--- src/rtl/acc_datapath_pkg.sv ---
// Shared opcodes and multiplier FSM encodings for the accumulator datapath.
package acc_datapath_pkg;
   localparam logic [2:0] OP_NOP  = 3'd0;
   localparam logic [2:0] OP_CLR  = 3'd1;
   localparam logic [2:0] OP_SHR  = 3'd2;
   localparam logic [2:0] OP_ADD  = 3'd3;
   localparam logic [2:0] OP_INC  = 3'd4;
   localparam logic [2:0] OP_SWAP = 3'd5;
   localparam logic [2:0] OP_CMP  = 3'd6;
   localparam logic [2:0] OP_MUL  = 3'd7;

   typedef enum logic {
      ST_IDLE    = 1'b0,
      ST_MUL_RUN = 1'b1
   } mul_state_e;
endpackage

--- src/rtl/acc_datapath_param_mul.sv ---
// Iterative shift-add multiplier: HALF x HALF -> 2*HALF, one multiplier bit per cycle.
module shift_add_multiplier
   import acc_datapath_pkg::*;
#(
   parameter int HALF = 8
) (
   input  logic              clk,
   input  logic              rst_n,
   input  logic              start,
   input  logic [HALF-1:0]   a,
   input  logic [HALF-1:0]   b,
   output logic [2*HALF-1:0] product,
   output logic              busy,
   output logic              done_strobe
);
   localparam int CW = (HALF > 1) ? $clog2(HALF) : 1;

   mul_state_e        state_q, state_d;
   logic [HALF-1:0]   a_q, b_q;
   logic [2*HALF-1:0] prod_q, addend;
   logic [CW-1:0]     cnt_q;
   logic              last;

   assign last   = (cnt_q == CW'(HALF-1));
   assign addend = b_q[0] ? ({{HALF{1'b0}}, a_q} << cnt_q) : '0;

   always_ff @(posedge clk) begin
      if (!rst_n) state_q <= ST_IDLE;
      else        state_q <= state_d;
   end

   always_comb begin
      state_d = state_q;
      case (state_q)
         ST_IDLE:    if (start) state_d = ST_MUL_RUN;
         ST_MUL_RUN: if (last)  state_d = ST_IDLE;
         default:    state_d = ST_IDLE;
      endcase
   end

   // product includes the current iteration, so the owner can commit it on done_strobe
   always_comb begin
      busy        = (state_q == ST_MUL_RUN);
      done_strobe = busy && last;
      product     = prod_q + addend;
   end

   always_ff @(posedge clk) begin
      if (!rst_n) begin
         a_q    <= '0;
         b_q    <= '0;
         prod_q <= '0;
         cnt_q  <= '0;
      end else if (state_q == ST_IDLE && start) begin
         a_q    <= a;
         b_q    <= b;
         prod_q <= '0;
         cnt_q  <= '0;
      end else if (state_q == ST_MUL_RUN) begin
         prod_q <= prod_q + addend;
         b_q    <= b_q >> 1;
         cnt_q  <= cnt_q + CW'(1);
      end
   end
endmodule

--- src/rtl/acc_datapath_param.sv ---
// Accumulator with single-cycle ALU ops and a multi-cycle multiply behind op_valid/op_ready.
module acc_datapath_param
   import acc_datapath_pkg::*;
#(
   parameter int WIDTH = 16
) (
   input  logic             clk,
   input  logic             rst_n,
   input  logic             op_valid,
   output logic             op_ready,
   input  logic [2:0]       op_code,
   input  logic [WIDTH-1:0] data_in,
   output logic [WIDTH-1:0] acc_out,
   output logic             busy,
   output logic             done,
   output logic             carry,
   output logic             zero
);
   localparam int HALF = WIDTH / 2;

   logic [WIDTH-1:0] acc_q, acc_d, mul_product;
   logic             carry_q, carry_d, done_q;
   logic             accept, alu_accept, mul_start, mul_busy, mul_done;

   assign op_ready   = !mul_busy;
   assign accept     = op_valid && op_ready;
   assign mul_start  = accept && (op_code == OP_MUL);
   assign alu_accept = accept && (op_code != OP_MUL);

   shift_add_multiplier #(.HALF(HALF)) u_mul (
      .clk         (clk),
      .rst_n       (rst_n),
      .start       (mul_start),
      .a           (acc_q[HALF-1:0]),
      .b           (data_in[HALF-1:0]),
      .product     (mul_product),
      .busy        (mul_busy),
      .done_strobe (mul_done)
   );

   always_comb begin
      acc_d   = acc_q;
      carry_d = carry_q;
      case (op_code)
         OP_CLR:  begin acc_d = '0; carry_d = 1'b0; end
         OP_SHR:  begin acc_d = acc_q >> 1; carry_d = acc_q[0]; end
         OP_ADD:  {carry_d, acc_d} = {1'b0, acc_q} + {1'b0, data_in};
         OP_INC:  {carry_d, acc_d} = {1'b0, acc_q} + {{WIDTH{1'b0}}, 1'b1};
         OP_SWAP: acc_d = {acc_q[HALF-1:0], acc_q[WIDTH-1:HALF]};
         OP_CMP:  acc_d = ~acc_q;
         default: ;
      endcase
   end

   // multiply commit and ALU accept are exclusive: no accept happens while busy
   always_ff @(posedge clk) begin
      if (!rst_n) begin
         acc_q   <= '0;
         carry_q <= 1'b0;
         done_q  <= 1'b0;
      end else begin
         done_q <= alu_accept || mul_done;
         if (mul_done) begin
            acc_q <= mul_product;
         end else if (alu_accept) begin
            acc_q   <= acc_d;
            carry_q <= carry_d;
         end
      end
   end

   assign acc_out = acc_q;
   assign carry   = carry_q;
   assign done    = done_q;
   assign busy    = mul_busy;
   assign zero    = (acc_q == '0);
endmodule

--- config.mk ---
export PLATFORM = sky130hd
export DESIGN_NAME = acc_datapath_param
export DESIGN_NICKNAME = d
export VERILOG_FILES = /design/src/rtl/acc_datapath_pkg.sv /design/src/rtl/acc_datapath_param_mul.sv /design/src/rtl/acc_datapath_param.sv
export SDC_FILE = /design/constraint.sdc
export NUM_CORES = 1
export LEC_CHECK = 0
export ABC_CLOCK_PERIOD_IN_PS = 5500
export BUFFER_PORTS_ARGS = -buffer_cell sky130_fd_sc_hd__buf_2
export CAP_MARGIN = 20
export CORE_MARGIN = 2
export CORE_UTILIZATION = 40
export CTS_BUF_LIST = sky130_fd_sc_hd__clkbuf_8
export DETAILED_ROUTE_END_ITERATION = 8
export HOLD_SLACK_MARGIN = 0.12
export RECOVER_POWER = 100
export SLEW_MARGIN = 20
export SYNTH_ARGS = -nofsm -noshare
export SYNTH_HDL_FRONTEND = slang
export SYNTH_HIERARCHICAL = 1
export SYNTH_SLANG_ARGS = --single-unit
export TNS_END_PERCENT = 100
--- constraint.sdc ---
create_clock -name clk -period 5.5 [get_ports clk]
set_input_delay 0.55 -clock clk [delete_from_list [all_inputs] [get_ports clk]]
set_output_delay 0.55 -clock clk [all_outputs]
set_load 0.02 [all_outputs]
## Word-level counts from Yosys, hierarchy flattened

Index checks and enable logic that the tools add are counted.

- Flip-flop bits (word level): 54
- Input port bits: 22
- Output and inout bits: 21
- Word-level logic and storage cells: 51

- $add $sub $neg: 4
- Equality and inequality tests: 9
- Shifts and indexed selects: 1
- Multiplexer cells: 10
- Bitwise gates (word level): 4
- Reductions and logical operators: 15

Operators with widths:

| kind | number |
|---|---|
| $pmux W16 S6 | 1 |
| $mux W16 | 3 |
| $add A16 B1 Y17 const B | 1 |
| $add A16 B16 Y17 | 1 |
| $add A16 B16 Y16 | 1 |
| $logic_not A16 Y1 | 1 |
| $mux W8 | 2 |
| $not A16 Y16 | 1 |
| $shl A8 B3 Y16 | 1 |
| $eq A3 B3 Y1 const B | 5 |
| $reduce_bool A7 Y1 | 1 |
| $eq A3 B2 Y1 const B | 2 |
| $logic_and A1 B1 Y1 | 5 |
| $pmux W1 S4 | 1 |
| $reduce_bool A2 Y1 | 2 |
| $reduce_bool A4 Y1 | 1 |
| $add A3 B1 Y3 const B | 1 |
| $eq A3 B1 Y1 const B | 1 |
| $ne A3 B3 Y1 const B | 1 |
| $not A1 Y1 | 3 |
| $reduce_and A3 Y1 | 1 |
| $mux W1 | 2 |
| $pmux W1 S2 | 1 |
| $reduce_and A2 Y1 | 1 |
| other kinds (3) | 3 |

## Logic depth before layout (Yosys ltp)

- Word-level depth: 5
- Gate-level depth with buffers: 18
- Depth with buffers taken out: 16

## By module

The synthesis kept the hierarchy.

Modules (own cells, without submodules):

| module | instances | cells an instance | area an instance (µm²) | sequential area each (µm²) |
|---|---|---|---|---|
| shift_add_multiplier | 1 | 339 | 2698.8 | 720.7 |
| acc_datapath_param | 1 | 363 | 2695.1 | 360.3 |

## Worst setup path before layout

Ideal clock, no wire load.

- Kind: flip-flop to flip-flop
- Start: register u_mul.cnt_q[1]
- End: register acc_q[15], in the netlist acc_out[15]
- Setup time: 0.115 ns
- Arrival time: 3.321 ns
- Data required time: 5.385 ns
- Setup slack: 2.065 ns
- Stages on the path, launching flop included: 18
- Path buffers: 3
- Clock period less this slack: 3.435 ns
- Path through: dfxtp_1 clkbuf_1 clkbuf_1 mux2i_1 mux2i_1 o211a_1 ha_1 buf_2 a21oi_4 nor2_1 a21oi_4 a211oi_2 or4_1 xor2_1 nand2_1 o211a_1 o21ai_1 o21a_1

- Longest elaborated chain between the ends: 4
- Elaborated cells on any way between the ends: 9
- Classes of those cells: add/sub: 1; eq/ne: 1; shift: 1; mux: 2; reduce/logical: 4

Ends and longest elaborated chain:

| item | RTL line | text |
|---|---|---|
| from (decl) | acc_datapath_param_mul.sv:21 | `logic [CW-1:0] cnt_q;` |
| from (signal assigned) | acc_datapath_param_mul.sv:62 | `cnt_q <= cnt_q + CW'(1);` |
| $shl A8 B3 Y16 | acc_datapath_param_mul.sv:25 | `assign addend = b_q[0] ? ({{HALF{1'b0}}, a_q} << cnt_q) : '0;` |
| $mux W16 | acc_datapath_param_mul.sv:25 |  |
| $add A16 B16 Y16 | acc_datapath_param_mul.sv:45 | `product = prod_q + addend;` |
| via mul_product[15] | acc_datapath_param.sv:21 | `logic [WIDTH-1:0] acc_q, acc_d, mul_product;` |
| $mux W16 | acc_datapath_param.sv:63 | `if (mul_done) begin` |
| to (signal assigned) | acc_datapath_param.sv:64 | `acc_q <= mul_product;` |
| to (decl) | acc_datapath_param.sv:21 |  |

The timed path passes the listed nets, and every way through them passes these cells.
A chain may end at the register's enable or synchronous reset.

## Worst setup path in the final report

- Start: input port op_code[2]
- End: register u_mul.prod_q[15]

- Longest elaborated chain between the ends: 4

Ends and longest elaborated chain:

| item | RTL line | text |
|---|---|---|
| from (decl) | acc_datapath_param.sv:11 | `input logic [2:0] op_code,` |
| $eq A3 B3 Y1 | acc_datapath_param.sv:27 | `assign mul_start = accept && (op_code == OP_MUL);` |
| $logic_and A1 B1 Y1 | acc_datapath_param.sv:27 |  |
| via mul_start | acc_datapath_param.sv:23 | `logic accept, alu_accept, mul_start, mul_busy, mul_done;` |
| $logic_and A1 B1 Y1 | acc_datapath_param_mul.sv:54 | `end else if (state_q == ST_IDLE && start) begin` |
| $reduce_or A2 Y1 (no line) | n/a |  |
| to (signal assigned) | acc_datapath_param_mul.sv:60 | `prod_q <= prod_q + addend;` |
| to (decl) | acc_datapath_param_mul.sv:20 | `logic [2*HALF-1:0] prod_q, addend;` |

The timed path passes the listed nets, and every way through them passes these cells.

==> results by group <==
Final layout
  – Fraction of layout cells with a size suffix above 1: ~9.1%
  – Non-Filler Instances: around 880
  – Leading cell type in the layout, fill and taps excluded: nand2_1
  – Final instance area: about 5600 um2
  – Fillers: between 1000 and 1500
  – Util after Layout: a little over two fifths
  – Area of the multi-input gates: 3930 um2
  – Sequential cell area: 1080 um2
  – Diodes inserted: 0
  – Commonest cells after routing, fill and taps aside: 67 x nand2_1, 61 x nor2_1, 54 x dfxtp_1
  – Synthesis-to-layout area growth: 4.43%
  – Nets: 765

Drt
  – Routed WL: approximately 17000 um
  – Drt initial violations: 473
  – WL/cell: roughly 19 um
  – Routed Antenna Nets: 0
  – Pre-antenna DRT Iters: 5
  – Via Count: ~5300
  – Vias/cell: roughly 6
  – DRC violations left: 0

Setup path
  – Worst Path Max Fanout: 30
  – CP Data Arrival Time: around 4.5 ns
  – Reg2reg start: u_mul/cnt_q[1]
  – CP startpoint: op_code[2]
  – Worst EP required: 5.74 ns
  – Setup CP Type: in2reg
  – Setup crit end kind: register
  – CP startpoint kind: input port

Synth
  – Post-synthesis sequential area ratio: 20.0%
  – Post-synth EDFFs: 0
  – Syn. warnings: 6
  – Main synth FF type: dfxtp_1
  – Post-synthesis cell area: approximately 5400 um2
  – Avg Inst Size Synth: approximately 7.7 um2
  – Cells after Synth: between 700 and 800
  – FF+latch count, synth: between 50 and 60
  – Synth Net Count: 761
  – Distinct cells, synth: 90
  – Fraction of registers with async set/reset: 0%

Timing
  – Final setup viols: 0
  – Final Critical Period: about 4.2 ns
  – Worst slew pin tran: around 1.6 ns
  – Hold Vio Cnt, Final: 0
  – Slew headroom: -7.39%
  – RSZ-0062 raised after global routing: false
  – Worst setup margin: between 1 and 1.5 ns
  – F_max: around 240 MHz
  – Setup TNS: 0 ns
  – Fin crit share: roughly 77%
  – WHS: ~0.49 ns
  – Max-slew violation count: 14
  – Setup Skew: 0.0115 ns

Global route
  – Largest net degree at the start of global routing: 52
  – Initial antenna violation count: 0
  – Remaining Overflow, GRT: 0
  – First-pass GRT wire length: between 20000 and 30000 um
  – All-layer global routing usage: 23.6%
  – Vias in the first global route: between 5000 and 6000

Min path
  – Hold Path Class: reg2reg
  – Hold Path Origin: u_mul/prod_q[6]

Clock network
  – Total CTS buffers: 5
  – Clock Pin Slew Worst Setup and Hold Paths: around 0.12 ns
  – Total clock sinks: 54
  – Clock root cell: clkbuf_8
  – TritonCTS clock tree: built
  – Worst skew pair latency: between 0.3 and 0.4 ns
  – # H-tree levels: 2
  – CTS Hold Buffers Added: 0
  – PostCTS Resize Cnt: 0
  – Postcts setup bufs: 0
  – Max clock buf depth: 2

Power
  – Power per cell area: 168 nW/um2
  – Pwr Total: 0.947 mW
  – Static leakage: 2.26 nW
  – Max VDD drop: 0.106 mV

Run status
  – Status: finished with violations
  – Violated checks: max-capacitance violations, max-slew violations

Floorplanning
  – Initial Util: approximately two fifths
  – Area of the die: between 10000 and 15000 um2
  – Std cell rows: 42
  – Die X: approximately 120 um
  – I/O Pins: between 40 and 50
  – Core ar.: roughly 13000 um2
  – Die height: 120 um

Placement
  – DP Cell Count: roughly 900
  – Detailed Place HPWL: 12300 um
  – Setup WS pre-CTS: ~1.7 ns
  – Count of port buffers added during placement: 42
  – RePlAce Congestion: 0.927
  – Area post-placement: roughly 5600 um2

Job
  – Max-cap viol count: 1
==> worst paths after layout <==
kind,end,slack [ns],cells past startpoint
worst min-delay path,u_mul/prod_q[6],0.49,2
worst max register to register,acc_out[15],1.29,15
worst max-delay path,u_mul/prod_q[15],1.27,8
worst min register to register,u_mul/prod_q[6],0.49,2
==> area by class of cell <==
| cell class | instances | share of cell area (%) |
|---|---|---|
| Clock inverter | 2 | 0.311 |
| Inverter | 27 | 1.80 |
| Multi-Input combinational cell | 573 | 69.7 |
| Clock buffer | 6 | 1.47 |
| Timing Repair Buffer | 45 | 3.60 |
| Sequential cell | 54 | 19.2 |
| Tap cell | 176 | 3.91 |
==> layer usage <==
layer	global-route usage [%]	part of all wire, %
met1	30.7	44
met2	40.2	48
met3	3.66	6.1
met4	7.06	1.8
met5	0	0
==> sequential cells by signal, summed over array words and instances, names as in the netlist <==
signal,flops
acc_out,16
u_mul/prod_q,16
u_mul/a_q,8
u_mul/b_q,8
u_mul/cnt_q,3
carry,1
done,1
u_mul/busy,1
==> logic make-up after synthesis <==
kind of cell	synth area share, %
buffers and inverters	7.07
AOI/OAI and AO/OA	27.2
muxes	7.63
DFF	20.0
adders and majority gates	8.86
and+or+nand+nor	25.0
xor gates and xnor gates	4.22
==> synthesized netlist by cell type (4+ instances only) <==
master | number | area, um2
nand2_1 | 67 | 251
nor2_1 | 61 | 229
dfxtp_1 | 54 | 1080
a21oi_1 | 45 | 225
o21ai_0 | 38 | 190
ha_1 | 35 | 438
mux2i_1 | 31 | 310
nand3_1 | 31 | 155
inv_1 | 26 | 97.6
clkbuf_1 | 22 | 82.6
xnor2_1 | 19 | 166
a21boi_0 | 11 | 82.6
nand2b_1 | 11 | 68.8
nor2b_1 | 11 | 68.8
o211a_1 | 11 | 110
and3_1 | 10 | 62.6
nor3_1 | 10 | 50.1
a22oi_1 | 9 | 67.6
mux2_2 | 9 | 101
a31oi_1 | 8 | 50.1
or3_1 | 8 | 50.1
a221oi_1 | 7 | 61.3
and2_1 | 7 | 43.8
o21ai_1 | 7 | 35.0
xor2_1 | 7 | 61.3
buf_1 | 6 | 22.5
buf_2 | 6 | 30.0
buf_4 | 6 | 45.0
nor4_1 | 6 | 37.5
o211ai_1 | 6 | 45.0
o21a_1 | 6 | 45.0
o221ai_1 | 6 | 52.6
nand4_1 | 5 | 31.3
a211o_1 | 4 | 35.0
a211oi_1 | 4 | 30.0
a21o_1 | 4 | 30.0
buf_6 | 4 | 45.0
clkbuf_8 | 4 | 55.1
nand3b_1 | 4 | 30.0
==> report_power, final <==
group	internal (mW)	switching [mW]
Clock	0.105	0.166
Sequential	0.404	0.0377
Combinational	0.0912	0.143
==> critical path: stages <==
cell and delay (ns):
clkbuf_1 1.00, nand3_1 0.21, nor2_1 1.24, nand2_1 0.49, nand2_1 0.58, nor4b_1 0.12, a31oi_1 0.17, nand3b_1 0.10
No activity file was read; power rests on OpenSTA's default activity.
